### src/rtl/alu_pkg.sv
// rtl/alu_pkg.sv - shared ALU widths, command codes, issue FSM states and request record
package alu_pkg;

    localparam int DATA_WIDTH = 8;
    localparam int CMD_WIDTH  = 4;

    localparam logic [CMD_WIDTH-1:0] CMD_MUL_INC = 4'd9;
    localparam logic [CMD_WIDTH-1:0] CMD_MUL_SHL = 4'd10;

    typedef enum logic [2:0] {
        ST_IDLE,
        ST_ISSUE_BOTH,
        ST_ISSUE_A,
        ST_SPLIT_WAIT,
        ST_ISSUE_B,
        ST_GAP_WAIT
    } issue_state_t;

    typedef struct packed {
        logic [CMD_WIDTH-1:0]  cmd;
        logic                  mode;
        logic                  cin;
        logic [DATA_WIDTH-1:0] opa;
        logic [DATA_WIDTH-1:0] opb;
        logic                  split;
    } alu_req_t;

    // Multiplies only exist in arithmetic mode; they need the longer ALU settle gap.
    function automatic logic is_mul(input logic mode, input logic [CMD_WIDTH-1:0] cmd);
        return mode && ((cmd == CMD_MUL_INC) || (cmd == CMD_MUL_SHL));
    endfunction

endpackage

### src/rtl/alu_req_fifo.sv
// rtl/alu_req_fifo.sv - show-ahead synchronous FIFO of ALU requests
module alu_req_fifo
    import alu_pkg::*;
#(
    parameter int DEPTH = 4,
    localparam int AW   = $clog2(DEPTH)
) (
    input  logic     clk,
    input  logic     rst,
    input  logic     push,
    input  logic     pop,
    input  alu_req_t wdata,
    output alu_req_t rdata,
    output logic     full,
    output logic     empty,
    output logic [AW:0] count
);

    alu_req_t      mem [DEPTH];
    logic [AW-1:0] wr_ptr;
    logic [AW-1:0] rd_ptr;
    logic          do_push;
    logic          do_pop;

    // Full comes from the registered count, so a same-cycle pop never frees a slot for a push.
    assign full    = (count == (AW+1)'(DEPTH));
    assign empty   = (count == '0);
    assign do_push = push && !full;
    assign do_pop  = pop && !empty;
    assign rdata   = mem[rd_ptr];

    always_ff @(posedge clk) begin
        if (do_push) begin
            mem[wr_ptr] <= wdata;
        end
    end

    always_ff @(posedge clk) begin
        if (rst) begin
            wr_ptr <= '0;
            rd_ptr <= '0;
            count  <= '0;
        end else begin
            if (do_push) begin
                wr_ptr <= wr_ptr + 1'b1;
            end
            if (do_pop) begin
                rd_ptr <= rd_ptr + 1'b1;
            end
            case ({do_push, do_pop})
                2'b10:   count <= count + 1'b1;
                2'b01:   count <= count - 1'b1;
                default: count <= count;
            endcase
        end
    end

endmodule

### src/rtl/alu_op_issue.sv
// rtl/alu_op_issue.sv - buffers ALU requests and issues them with latency-aware gaps
module alu_op_issue #(
    parameter int DATA_WIDTH = 8,
    parameter int CMD_WIDTH  = 4,
    parameter int DEPTH      = 4,
    parameter int GAP        = 1,
    parameter int MUL_GAP    = 2,
    parameter int SPLIT_DLY  = 1
) (
    input  logic                  clk,
    input  logic                  rst,
    input  logic                  req_valid,
    output logic                  req_ready,
    input  logic [CMD_WIDTH-1:0]  req_cmd,
    input  logic                  req_mode,
    input  logic                  req_cin,
    input  logic [DATA_WIDTH-1:0] req_opa,
    input  logic [DATA_WIDTH-1:0] req_opb,
    input  logic                  req_split,
    output logic                  ce,
    output logic                  mode,
    output logic                  cin,
    output logic [CMD_WIDTH-1:0]  cmd,
    output logic [1:0]            inp_valid,
    output logic [DATA_WIDTH-1:0] opa,
    output logic [DATA_WIDTH-1:0] opb,
    output logic                  busy,
    output logic [15:0]           issue_cnt
);

    import alu_pkg::*;

    localparam int CW          = $clog2(DEPTH) + 1;
    localparam int GAP_EFF     = (GAP < 1) ? 1 : GAP;
    localparam int MUL_GAP_EFF = (MUL_GAP < 1) ? 1 : MUL_GAP;
    localparam logic [3:0] GAP_LOAD     = 4'(GAP_EFF - 1);
    localparam logic [3:0] MUL_GAP_LOAD = 4'(MUL_GAP_EFF - 1);
    localparam logic [3:0] SPLIT_LOAD   = 4'((SPLIT_DLY < 2) ? 0 : SPLIT_DLY - 2);

    alu_req_t              fifo_wdata;
    alu_req_t              fifo_rdata;
    logic                  fifo_full;
    logic                  fifo_empty;
    logic                  fifo_pop;
    logic [CW-1:0]         fifo_count;
    issue_state_t          state;
    logic [3:0]            gap_cnt;
    logic [3:0]            split_cnt;
    logic                  cur_mul;
    logic [DATA_WIDTH-1:0] cur_opb;
    logic                  issue_slot;

    assign fifo_wdata = '{cmd: req_cmd, mode: req_mode, cin: req_cin,
                          opa: req_opa, opb: req_opb, split: req_split};

    alu_req_fifo #(.DEPTH(DEPTH)) u_fifo (
        .clk   (clk),
        .rst   (rst),
        .push  (req_valid),
        .pop   (fifo_pop),
        .wdata (fifo_wdata),
        .rdata (fifo_rdata),
        .full  (fifo_full),
        .empty (fifo_empty),
        .count (fifo_count)
    );

    assign req_ready = !fifo_full;
    assign busy      = (state != ST_IDLE) || (fifo_count != '0);

    // The last gap cycle doubles as an issue slot so queued ops run without an IDLE bubble.
    assign issue_slot = (state == ST_IDLE) || ((state == ST_GAP_WAIT) && (gap_cnt == 4'd0));
    assign fifo_pop   = issue_slot && !fifo_empty;

    always_ff @(posedge clk) begin
        if (rst) begin
            state     <= ST_IDLE;
            gap_cnt   <= '0;
            split_cnt <= '0;
            cur_mul   <= 1'b0;
            cur_opb   <= '0;
            issue_cnt <= '0;
            ce        <= 1'b0;
            mode      <= 1'b0;
            cin       <= 1'b0;
            cmd       <= '0;
            inp_valid <= 2'b00;
            opa       <= '0;
            opb       <= '0;
        end else begin
            case (state)
                ST_ISSUE_BOTH, ST_ISSUE_B: begin
                    state     <= ST_GAP_WAIT;
                    inp_valid <= 2'b00;
                    gap_cnt   <= cur_mul ? MUL_GAP_LOAD : GAP_LOAD;
                    issue_cnt <= issue_cnt + 1'b1;
                end
                ST_ISSUE_A: begin
                    if (SPLIT_DLY <= 1) begin
                        state     <= ST_ISSUE_B;
                        inp_valid <= 2'b10;
                        opb       <= cur_opb;
                    end else begin
                        state     <= ST_SPLIT_WAIT;
                        inp_valid <= 2'b00;
                        split_cnt <= SPLIT_LOAD;
                    end
                end
                ST_SPLIT_WAIT: begin
                    if (split_cnt == 4'd0) begin
                        state     <= ST_ISSUE_B;
                        inp_valid <= 2'b10;
                        opb       <= cur_opb;
                    end else begin
                        split_cnt <= split_cnt - 1'b1;
                    end
                end
                ST_GAP_WAIT: begin
                    if (gap_cnt != 4'd0) begin
                        gap_cnt <= gap_cnt - 1'b1;
                    end else if (fifo_empty) begin
                        state <= ST_IDLE;
                        ce    <= 1'b0;
                    end
                end
                ST_IDLE: begin
                    ce <= 1'b0;
                end
                default: begin
                    state <= ST_IDLE;
                    ce    <= 1'b0;
                end
            endcase

            // A pop overrides the state-specific updates above with the new op's first beat.
            if (fifo_pop) begin
                ce      <= 1'b1;
                mode    <= fifo_rdata.mode;
                cin     <= fifo_rdata.cin;
                cmd     <= fifo_rdata.cmd;
                opa     <= fifo_rdata.opa;
                cur_opb <= fifo_rdata.opb;
                cur_mul <= is_mul(fifo_rdata.mode, fifo_rdata.cmd);
                if (fifo_rdata.split) begin
                    state     <= ST_ISSUE_A;
                    inp_valid <= 2'b01;
                    opb       <= '0;
                end else begin
                    state     <= ST_ISSUE_BOTH;
                    inp_valid <= 2'b11;
                    opb       <= fifo_rdata.opb;
                end
            end
        end
    end

endmodule
### config.mk
export PLATFORM = sky130hd
export DESIGN_NAME = alu_op_issue
export DESIGN_NICKNAME = d
export VERILOG_FILES = /design/src/rtl/alu_pkg.sv /design/src/rtl/alu_req_fifo.sv /design/src/rtl/alu_op_issue.sv
export SDC_FILE = /design/constraint.sdc
export NUM_CORES = 1
export LEC_CHECK = 0
export CAP_MARGIN = 25
export CORE_MARGIN = 4
export CORE_UTILIZATION = 45
export CTS_CLUSTER_SIZE = 40
export DETAILED_ROUTE_END_ITERATION = 10
export PLACE_DENSITY = 0.7
export SYNTH_ARGS = -nofsm -noshare
export SYNTH_HDL_FRONTEND = slang
export SYNTH_HIERARCHICAL = 1
export SYNTH_SLANG_ARGS = --single-unit
export TNS_END_PERCENT = 20
### constraint.sdc
create_clock -name clk -period 3.4 [get_ports clk]
set_input_delay 0.68 -clock clk [delete_from_list [all_inputs] [get_ports clk]]
set_output_delay 0.68 -clock clk [all_outputs]
set_load 0.05 [all_outputs]
==> run_results.csv, run 1 <==
group,metric,value,unit
finish,utilization,56.8,%
timing,setup-violations-final,0,
finish,diodes,0,
synth,synthArstFlopShare,0,%
power,internal_power,4.44,mW
routing,drc_errors,0,
synth,synth.most_common_cell,"edfxtp_1",
synth,synth_area_leader_cell,"edfxtp_1",
placement,gp_congestion,0.701,
worst_setup_path,crit_path_max_fanout,21,
routing,via_count,4129,
die,dieHeight,128,um
power,p_clk_share,27.9,%
timing,period_minus_slack,2.89,ns
run_status,run_status,"finished clean",
finish,area_growth,22.3,%
worst_setup_path,cp_data_arrival_time,2.21,ns
placement,port-buffer-count,68,
grt,grt_antenna_before_repair,0,
worst_setup_path,worstPathRequired,2.72,ns
timing,timing.fmax,0.346,GHz
die,rows,43,
clocking,cts_buffer_depth,2,
placement,dpl.hpwl,8.38,mm
clocking,cts_resized,0,
finish,regArea,4160,sq um
grt,grt_max_degree,71,
grt,gr-total-overflow,0,
synth,synth-seq-cells,162,
clocking,cts_sinks,162,
finish,fill_cells,1142,
power,combPwrFrac,34.2,%
clocking,ctsHoldBuffers,0,
clocking,cts_tree,"done",
routing,drtIter0Drc,341,
die,coreArea,14000,sq um
synth,ys.flop_type,"edfxtp_1",
timing,finalClockSkew,0.00891,ns
die,num_io_pins,69,
synth,synth_common_cells,"edfxtp_1 (92), dfxtp_1 (70), nand2_1 (65)",
routing,ant_nets,0,
grt,grt_usage,16.7,%
clocking,htree_levels,4,
synth,yosysWarnings,6,
synth,synth_fp_nets,535,
worst_setup_path,critPathLaunchType,"flip-flop",
power,seqPwrFrac,37.9,%
power,total_power,6.95,mW
die,initial_utilization,46.4,%
synth,synth.avg_cell_area,13.0,sq um
synth,synth_edf_count,92,
grt,grt_pass1_vias,4109,
grt,grt_pass1_wl,21.1,mm
timing,rsz0062_at_grt,"no",
die,dieArea,16400,sq um
timing,setup_tns,0,ns
die,die_w,128,um
clocking,cts_inserted_buffers,17,
routing,first_pass_iters,4,
finish,drive_gt1_share,12.8,%
power,p_sw_share,36.1,%
synth,synth_seq_area_share,64.1,%
clocking,cts-root-buf,"clkbuf_16",
clocking,post_cts_buffers,0,
timing,period_share,85.0,%
synth,yosys-top-cells-area,"edfxtp_1 (43%), dfxtp_1 (22%), mux4_2 (7.6%)",
routing,via_per_inst,5.40,
synth,yosysUniqueCellTypes,53,
routing,wl_per_cell,17.1,um
power,power.leakage,2.62,nW
clocking,path_clk_slew,0.06,ns
timing,maxSlewViolCount,0,
synth,netlist.area_leader.share,42.5,%
finish,num-nets-final,607,
hold_path,hp-class,"reg -> reg",
synth,netlist_area,6500,sq um
timing,hold_viol_final,0,
synth,syn_inst,499,
job,drv_cap,0,
power,p_sw,2.51,mW
clocking,clk_latency,0.42,ns
timing,relSlewSlack,45.4,%
power,power.density,874,nW/um^2
worst_setup_path,worst-setup-path-type,"reg -> out",
finish,multi_input_comb_area,2140,sq um
worst_setup_path,cp-end-kind,"output port",
timing,tightestPinTransition,0.819,ns
routing,finalWirelength,13.1,mm
power,ir_drop,0.000617,V
[metal layers]
layer | GRT usage (%) | share of wire (%) | vias up | routed length, um
li1 | - | - | 1991 | -
met5 | 0 | 0 | - | 0
met4 | 5.37 | 1.0 | 0 | 136
met3 | 4.88 | 6.2 | 10 | 812
met2 | 26.6 | 48 | 114 | 6290
met1 | 22.2 | 45 | 2014 | 5820
[through the flow]
| step | instance area (sq um) | hold slack [ns] | worst slack (ns) | std cells |
|---|---|---|---|---|
| after CTS | 7950 | 0.457 | 0.482 | 764 |
| after global placement | 7340 | 0.442 | 0.848 | 732 |
| after floorplan | 6500 | 0.437 | 0.585 | 499 |
| after detailed placement | 7340 | 0.448 | 0.802 | 732 |
| after global routing | 7950 | 0.479 | 0.364 | 764 |
| final | 7950 | 0.455 | 0.511 | 764 |
[worst paths after layout]
kind                            startpoint               to  slack [ns]  cells after the start
worst max-delay path              state[1]             busy        0.51                      3
worst min-delay path            cur_opb[0]       cur_opb[0]        0.45                      2
worst max register to register  gap_cnt[0]  u_fifo/count[2]        0.87                     13
worst min register to register  cur_opb[0]       cur_opb[0]        0.45                      2
[critical path, stage by stage, from the launching register on]
cell	delay, ns
dfxtp_1	0.70
nor3_1	0.18
nand2_1	0.11
clkdlybuf4s50_1	0.80
[registers in the layout, summed over array words and instances, names as in the netlist, 4 cells and up, named ones only]
name,cells
u_fifo/mem,92
issue_cnt,16
cur_opb,8
opa,8
opb,8
cmd,4
gap_cnt,4
split_cnt,4
[power groups by stage]
stage	registers [mW]	logic (mW)	clock network (mW)
3_5_place_dp	2.67	2.38	0
6_report	2.63	2.38	1.94
2_1_floorplan	3.00	1.38	0
5_1_grt	2.68	2.60	2.06
3_3_place_gp	2.65	2.35	0
4_1_cts	2.63	2.40	1.99
[placed cells by master (no fill, tap or decap), types with 2 or more instances in the layout]
| cell type | synthesis | routed |
|---|---|---|
| a211oi_1 | 2 | 2 |
| a21oi_1 | 49 | 49 |
| a221oi_1 | 8 | 8 |
| a311oi_1 | 2 | 2 |
| and2_1 | 4 | 4 |
| and4_1 | 2 | 2 |
| buf_4 | 0 | 11 |
| bufinv_16 | 0 | 3 |
| clkbuf_16 | 0 | 17 |
| clkdlybuf4s50_1 | 0 | 67 |
| clkinv_4 | 0 | 4 |
| dfxtp_1 | 70 | 70 |
| edfxtp_1 | 92 | 92 |
| ha_1 | 9 | 9 |
| inv_1 | 15 | 15 |
| inv_6 | 0 | 3 |
| mux4_2 | 22 | 22 |
| nand2_1 | 65 | 65 |
| nand2b_1 | 12 | 12 |
| nand3_1 | 6 | 6 |
| nand4_1 | 2 | 2 |
| nor2_1 | 22 | 22 |
| nor2b_1 | 2 | 2 |
| nor3_1 | 10 | 10 |
| nor3b_1 | 3 | 3 |
| nor4_1 | 4 | 4 |
| nor4b_1 | 2 | 2 |
| o21ai_0 | 15 | 15 |
| or3_1 | 13 | 13 |
| or3b_2 | 2 | 2 |
| or4_1 | 2 | 2 |
| xnor2_1 | 11 | 11 |
| xor2_1 | 6 | 6 |
[kinds of logic after synthesis]
logic type	after synthesis	synth area share [%]
flops	162	64.1
simple gates	159	12.4
xor+xnor	17	2.29
compound gates	85	7.80
fa+ha+maj	10	2.04
buf+inv	41	3.02
mux	25	8.36
[cell type report]
type	count	share of cell area (%)
flip-flops and latches	162	52.4
multi-input cells	296	26.9
repair buffers	79	9.54
clock buffers	18	5.40
well taps	180	2.83
clock inverters	14	2.25
inverters	15	0.708
Note: power is estimated with default switching activity, not from simulation.
==> inputs of run 2 (changes only) <==
Clock period 3.4 ns to 2.8 ns, I/O delays scaled along.
==> run_results.csv, run 2 (synthesis results as in run 1) <==
group,metric,value,unit
timing,setup_tns,0,ns
clocking,ctsHoldBuffers,0,
routing,drtIter0Drc,286,
timing,hold_viol_final,0,
placement,placed_area,7360,sq um
grt,grt_max_degree,71,
clocking,cts_resized,0,
worst_setup_path,cp-end-kind,"output port",
grt,grt_antenna_before_repair,0,
placement,dpl.hpwl,8.35,mm
hold_path,min_path_cells,2,
worst_setup_path,reg2regPathDepth,11,
finish,final_common_cell,"edfxtp_1",
timing,whs,0.455,ns
grt,grt_pass1_vias,4163,
power,total_power,8.37,mW
placement,dp.cells,735,
timing,finalClockSkew,0.0105,ns
clocking,cts_sinks,162,
timing,rsz0062_at_grt,"no",
worst_setup_path,rr_startpoint,"state[2]",
timing,maxSlewViolCount,0,
timing,setup-violations-final,0,
power,power.density,1050,nW/um^2
grt,grt_usage,16.7,%
die,initial_utilization,46.4,%
worst_setup_path,worst-setup-path-type,"reg -> out",
finish,multi_input_comb_area,2140,sq um
die,num_io_pins,69,
finish,final_cells,767,
placement,port-buffer-count,68,
power,ir_drop,0.000713,V
finish,regArea,4170,sq um
grt,met3_usage,4.33,%
timing,tightestPinTransition,0.785,ns
clocking,clk_latency,0.42,ns
die,rows,43,
clocking,htree_levels,4,
clocking,path_clk_slew,0.06,ns
clocking,cts-root-buf,"clkbuf_16",
die,die_w,128,um
worst_setup_path,max_stage_delay,0.71,ns
job,drv_cap,0,
routing,ant_nets,0,
hold_path,hp-class,"reg -> reg",
routing,via_count,4158,
worst_setup_path,worstPathCellList,"buf_4, nor3_1, nand2_1, clkdlybuf4s50_1",
timing,timing.fmax,0.379,GHz
grt,use_met2,28.6,%
finish,num-nets-final,610,
routing,drc_errors,0,
finish,diodes,0,
grt,grt-busiest-layer,"met2",
grt,use_met1,20.8,%
grt,grt_pass1_wl,21.2,mm
worst_setup_path,cp_slowest_cell,"clkdlybuf4s50_1",
finish,largest_reg_flops,92,
clocking,cts_inserted_buffers,17,
worst_setup_path,critPathLaunchType,"flip-flop",
worst_setup_path,worstReg2RegEnd,"u_fifo/count[2]",
die,dieHeight,128,um
die,dieArea,16400,sq um
finish,reg_top3,"u_fifo/mem x92, issue_cnt x16",
worst_setup_path,cp_data_arrival_time,2.08,ns
clocking,cts_buffer_depth,2,
run_status,run_status,"finished clean",
timing,relSlewSlack,47.7,%
timing,period_share,94.2,%
finish,top_register,"u_fifo/mem",
timing,fin_ws,0.162,ns
worst_setup_path,worstPathRequired,2.24,ns
routing,wl_per_cell,17.1,um
finish,fill_cells,1132,
finish,area_growth,22.2,%
timing,period_minus_slack,2.64,ns
finish,utilization,56.8,%
placement,gp_congestion,0.793,
finish,mostFrequentLayoutCells,"edfxtp_1 (92), dfxtp_1 (69), clkdlybuf4s50_1 (67)",
routing,finalWirelength,13.1,mm
power,power.leakage,2.62,nW
die,coreArea,14000,sq um
hold_path,worstHoldStart,"opa[4]",
routing,first_pass_iters,4,
placement,dp_slack,0.278,ns
hold_path,worst_hold_path.endpoint,"opa[4]",
finish,final_area,7940,sq um
finish,drive_gt1_share,13.3,%
grt,gr-total-overflow,0,
routing,via_per_inst,5.42,
worst_setup_path,r2r_setup_slack,0.26,ns
clocking,cts_tree,"done",
worst_setup_path,crit_path_max_fanout,12,
clocking,post_cts_buffers,0,
## run 2: power by group
part           internal [mW]  switching (mW)  leakage, nW
logic                   1.08            1.87        0.926
registers               2.91           0.257         1.42
clock network           1.34           0.910        0.283
total                   5.33            3.04         2.62
## run 2: final cells by class
type	instances	area share, %
Timing Repair Buffer	82	9.83
Clock inverter	12	1.64
Inverter	15	0.709
Clock buffer	20	5.63
Tap cell	180	2.84
Sequential cell	162	52.5
Multi-Input combinational cell	296	26.9
## run 2: metal layers
metal | vias to the layer above | share of wire [%]
met2 | 86 | 51
met3 | 10 | 4.8
li1 | 1995 | -
met5 | - | 0
met1 | 2067 | 43
met4 | 0 | 1.0
## run 2: how the worst max path moves through the flow
stage | startpoint | endpoint | cells after the start
after floorplan | gap_cnt[0] | u_fifo/count[2] | 14
after global placement | req_valid | u_fifo/count[2] | 10
after detailed placement | state[2] | u_fifo/count[2] | 11
after CTS | state[0] | busy | 4
after global routing | state[0] | busy | 4
final | state[0] | busy | 4
## run 2: worst max-delay path: cells and delay by family (launching register included)
family / cells / cell delay, ns
AND/OR/NAND/NOR: 2 / 0.44
flip-flops: 1 / 0.32
buffers and inverters: 2 / 0.89
==> inputs of run 3 (changes only) <==
Settings changed: CORE_UTILIZATION 45 to 56, CTS_BUF_LIST set to sky130_fd_sc_hd__clkbuf_16, PLACE_DENSITY 0.7 to 0.83.
==> run_results.csv, run 3 (synthesis results as in run 1) <==
group,metric,value,unit
power,power.density,1070,nW/um^2
routing,via_per_inst,5.81,
worst_setup_path,worst-setup-path-type,"reg -> out",
clocking,cts_sinks,162,
finish,num-nets-final,613,
placement,placed_area,7340,sq um
grt,gr-total-overflow,0,
timing,period_minus_slack,2.60,ns
finish,final_common_cell,"edfxtp_1",
finish,utilization,69.9,%
timing,setup_tns,0,ns
routing,ant_nets,0,
die,dieHeight,116,um
worst_setup_path,reg2regPathDepth,13,
power,ir_drop,0.000844,V
timing,whs,0.456,ns
clocking,ctsHoldBuffers,0,
clocking,cts_buffer_depth,2,
timing,finalClockSkew,0.00722,ns
worst_setup_path,crit_path_max_fanout,12,
finish,diodes,0,
timing,period_share,93.0,%
worst_setup_path,path_buf_inv,2,
worst_setup_path,cp-end-kind,"output port",
timing,hold_viol_final,0,
die,num_io_pins,69,
hold_path,hp-class,"reg -> reg",
worst_setup_path,rr_startpoint,"gap_cnt[0]",
routing,drtIter0Drc,329,
timing,rsz0062_at_grt,"no",
grt,grt_pass1_vias,4258,
timing,timing.fmax,0.384,GHz
finish,mostFrequentLayoutCells,"edfxtp_1 (92), dfxtp_1 (70), clkdlybuf4s50_1 (67)",
hold_path,worstHoldStart,"mode",
die,rows,39,
finish,final_area,7950,sq um
finish,fill_cells,748,
clocking,clk_latency,0.42,ns
finish,largest_reg_flops,92,
die,dieArea,13400,sq um
placement,gp_congestion,0.768,
finish,area_growth,22.3,%
routing,drc_errors,0,
power,power.leakage,2.66,nW
placement,port-buffer-count,68,
hold_path,worst_hold_path.endpoint,"mode",
routing,via_count,4261,
grt,grt_usage,21.5,%
timing,tightestPinTransition,0.739,ns
clocking,cts-root-buf,"clkbuf_16",
routing,wl_per_cell,18.1,um
grt,grt_max_degree,71,
worst_setup_path,critPathLaunchType,"flip-flop",
routing,first_pass_iters,5,
worst_setup_path,cp_slowest_cell,"clkdlybuf4s50_1",
clocking,path_clk_slew,0.06,ns
clocking,cts_tree,"done",
clocking,cts_inserted_buffers,17,
job,drv_cap,0,
finish,final_cells,733,
placement,dpl.hpwl,8.51,mm
clocking,htree_levels,4,
finish,drive_gt1_share,13.9,%
finish,top_register,"u_fifo/mem",
timing,maxSlewViolCount,0,
clocking,post_cts_buffers,0,
die,coreArea,11400,sq um
timing,relSlewSlack,50.7,%
placement,dp.cells,701,
worst_setup_path,worstReg2RegEnd,"u_fifo/count[2]",
worst_setup_path,cp_data_arrival_time,2.04,ns
hold_path,min_path_cells,2,
worst_setup_path,worstPathRequired,2.24,ns
routing,finalWirelength,13.3,mm
worst_setup_path,r2r_setup_slack,0.26,ns
die,initial_utilization,57.1,%
run_status,run_status,"finished clean",
worst_setup_path,worstPathCellList,"buf_4, nor3_1, nand2_1, clkdlybuf4s50_1",
grt,grt_pass1_wl,21.7,mm
worst_setup_path,max_stage_delay,0.71,ns
clocking,cts_resized,0,
grt,grt_antenna_before_repair,0,
worst_setup_path,path_delay_family,"buffers and inverters",
die,die_w,116,um
finish,reg_top3,"u_fifo/mem x92, issue_cnt x16",
timing,setup-violations-final,0,
-- run 3: final cells by class --
cell class / count / area [sq um] / share of cell area, %
clock buffers: 17 / 425 / 5.35
clock inverters: 15 / 184 / 2.31
inverters: 15 / 56.3 / 0.708
multi-input cells: 296 / 2140 / 26.9
flip-flops and latches: 162 / 4160 / 52.4
well taps: 143 / 179 / 2.25
repair buffers: 85 / 803 / 10.1
-- run 3: routing by layer --
metal	track usage (%)	vias up	wire, um
met5	0	-	0
met4	6.73	0	172
met3	6.48	19	955
met2	36.8	168	6860
met1	26.4	2074	5260
li1	-	2000	-
-- run 3: worst max path at each step --
stage | from | endpoint | slack, ns | cells after the start
finish | state[0] | busy | 0.20 | 4
global route | u_fifo/count[0] | u_fifo/count[2] | 0.002 | 12
CTS | state[0] | busy | 0.17 | 4
detailed placement | u_fifo/count[0] | u_fifo/count[2] | 0.26 | 12
global placement | req_valid | u_fifo/count[2] | 0.38 | 10
floorplan | gap_cnt[0] | u_fifo/count[2] | 0.13 | 14
-- run 3: tightest hold or removal path: stages, from the launching register on --
cell	delay, ns
dfxtp_1	0.31
nand2_1	0.05
a21oi_1	0.05
-- run 3: metrics by stage --
stage               power, mW  setup slack (ns)
global route             8.96           0.00155
global placement         6.09             0.377
detailed placement       6.19             0.259
CTS                      8.56             0.172
finish                   8.51             0.197
floorplan                5.32             0.127
-- run 3: power by group --
group | switching (mW) | internal, mW | total (mW)
Combinational | 1.90 | 1.11 | 3.01
Clock | 0.937 | 1.41 | 2.35
Sequential | 0.239 | 2.91 | 3.15
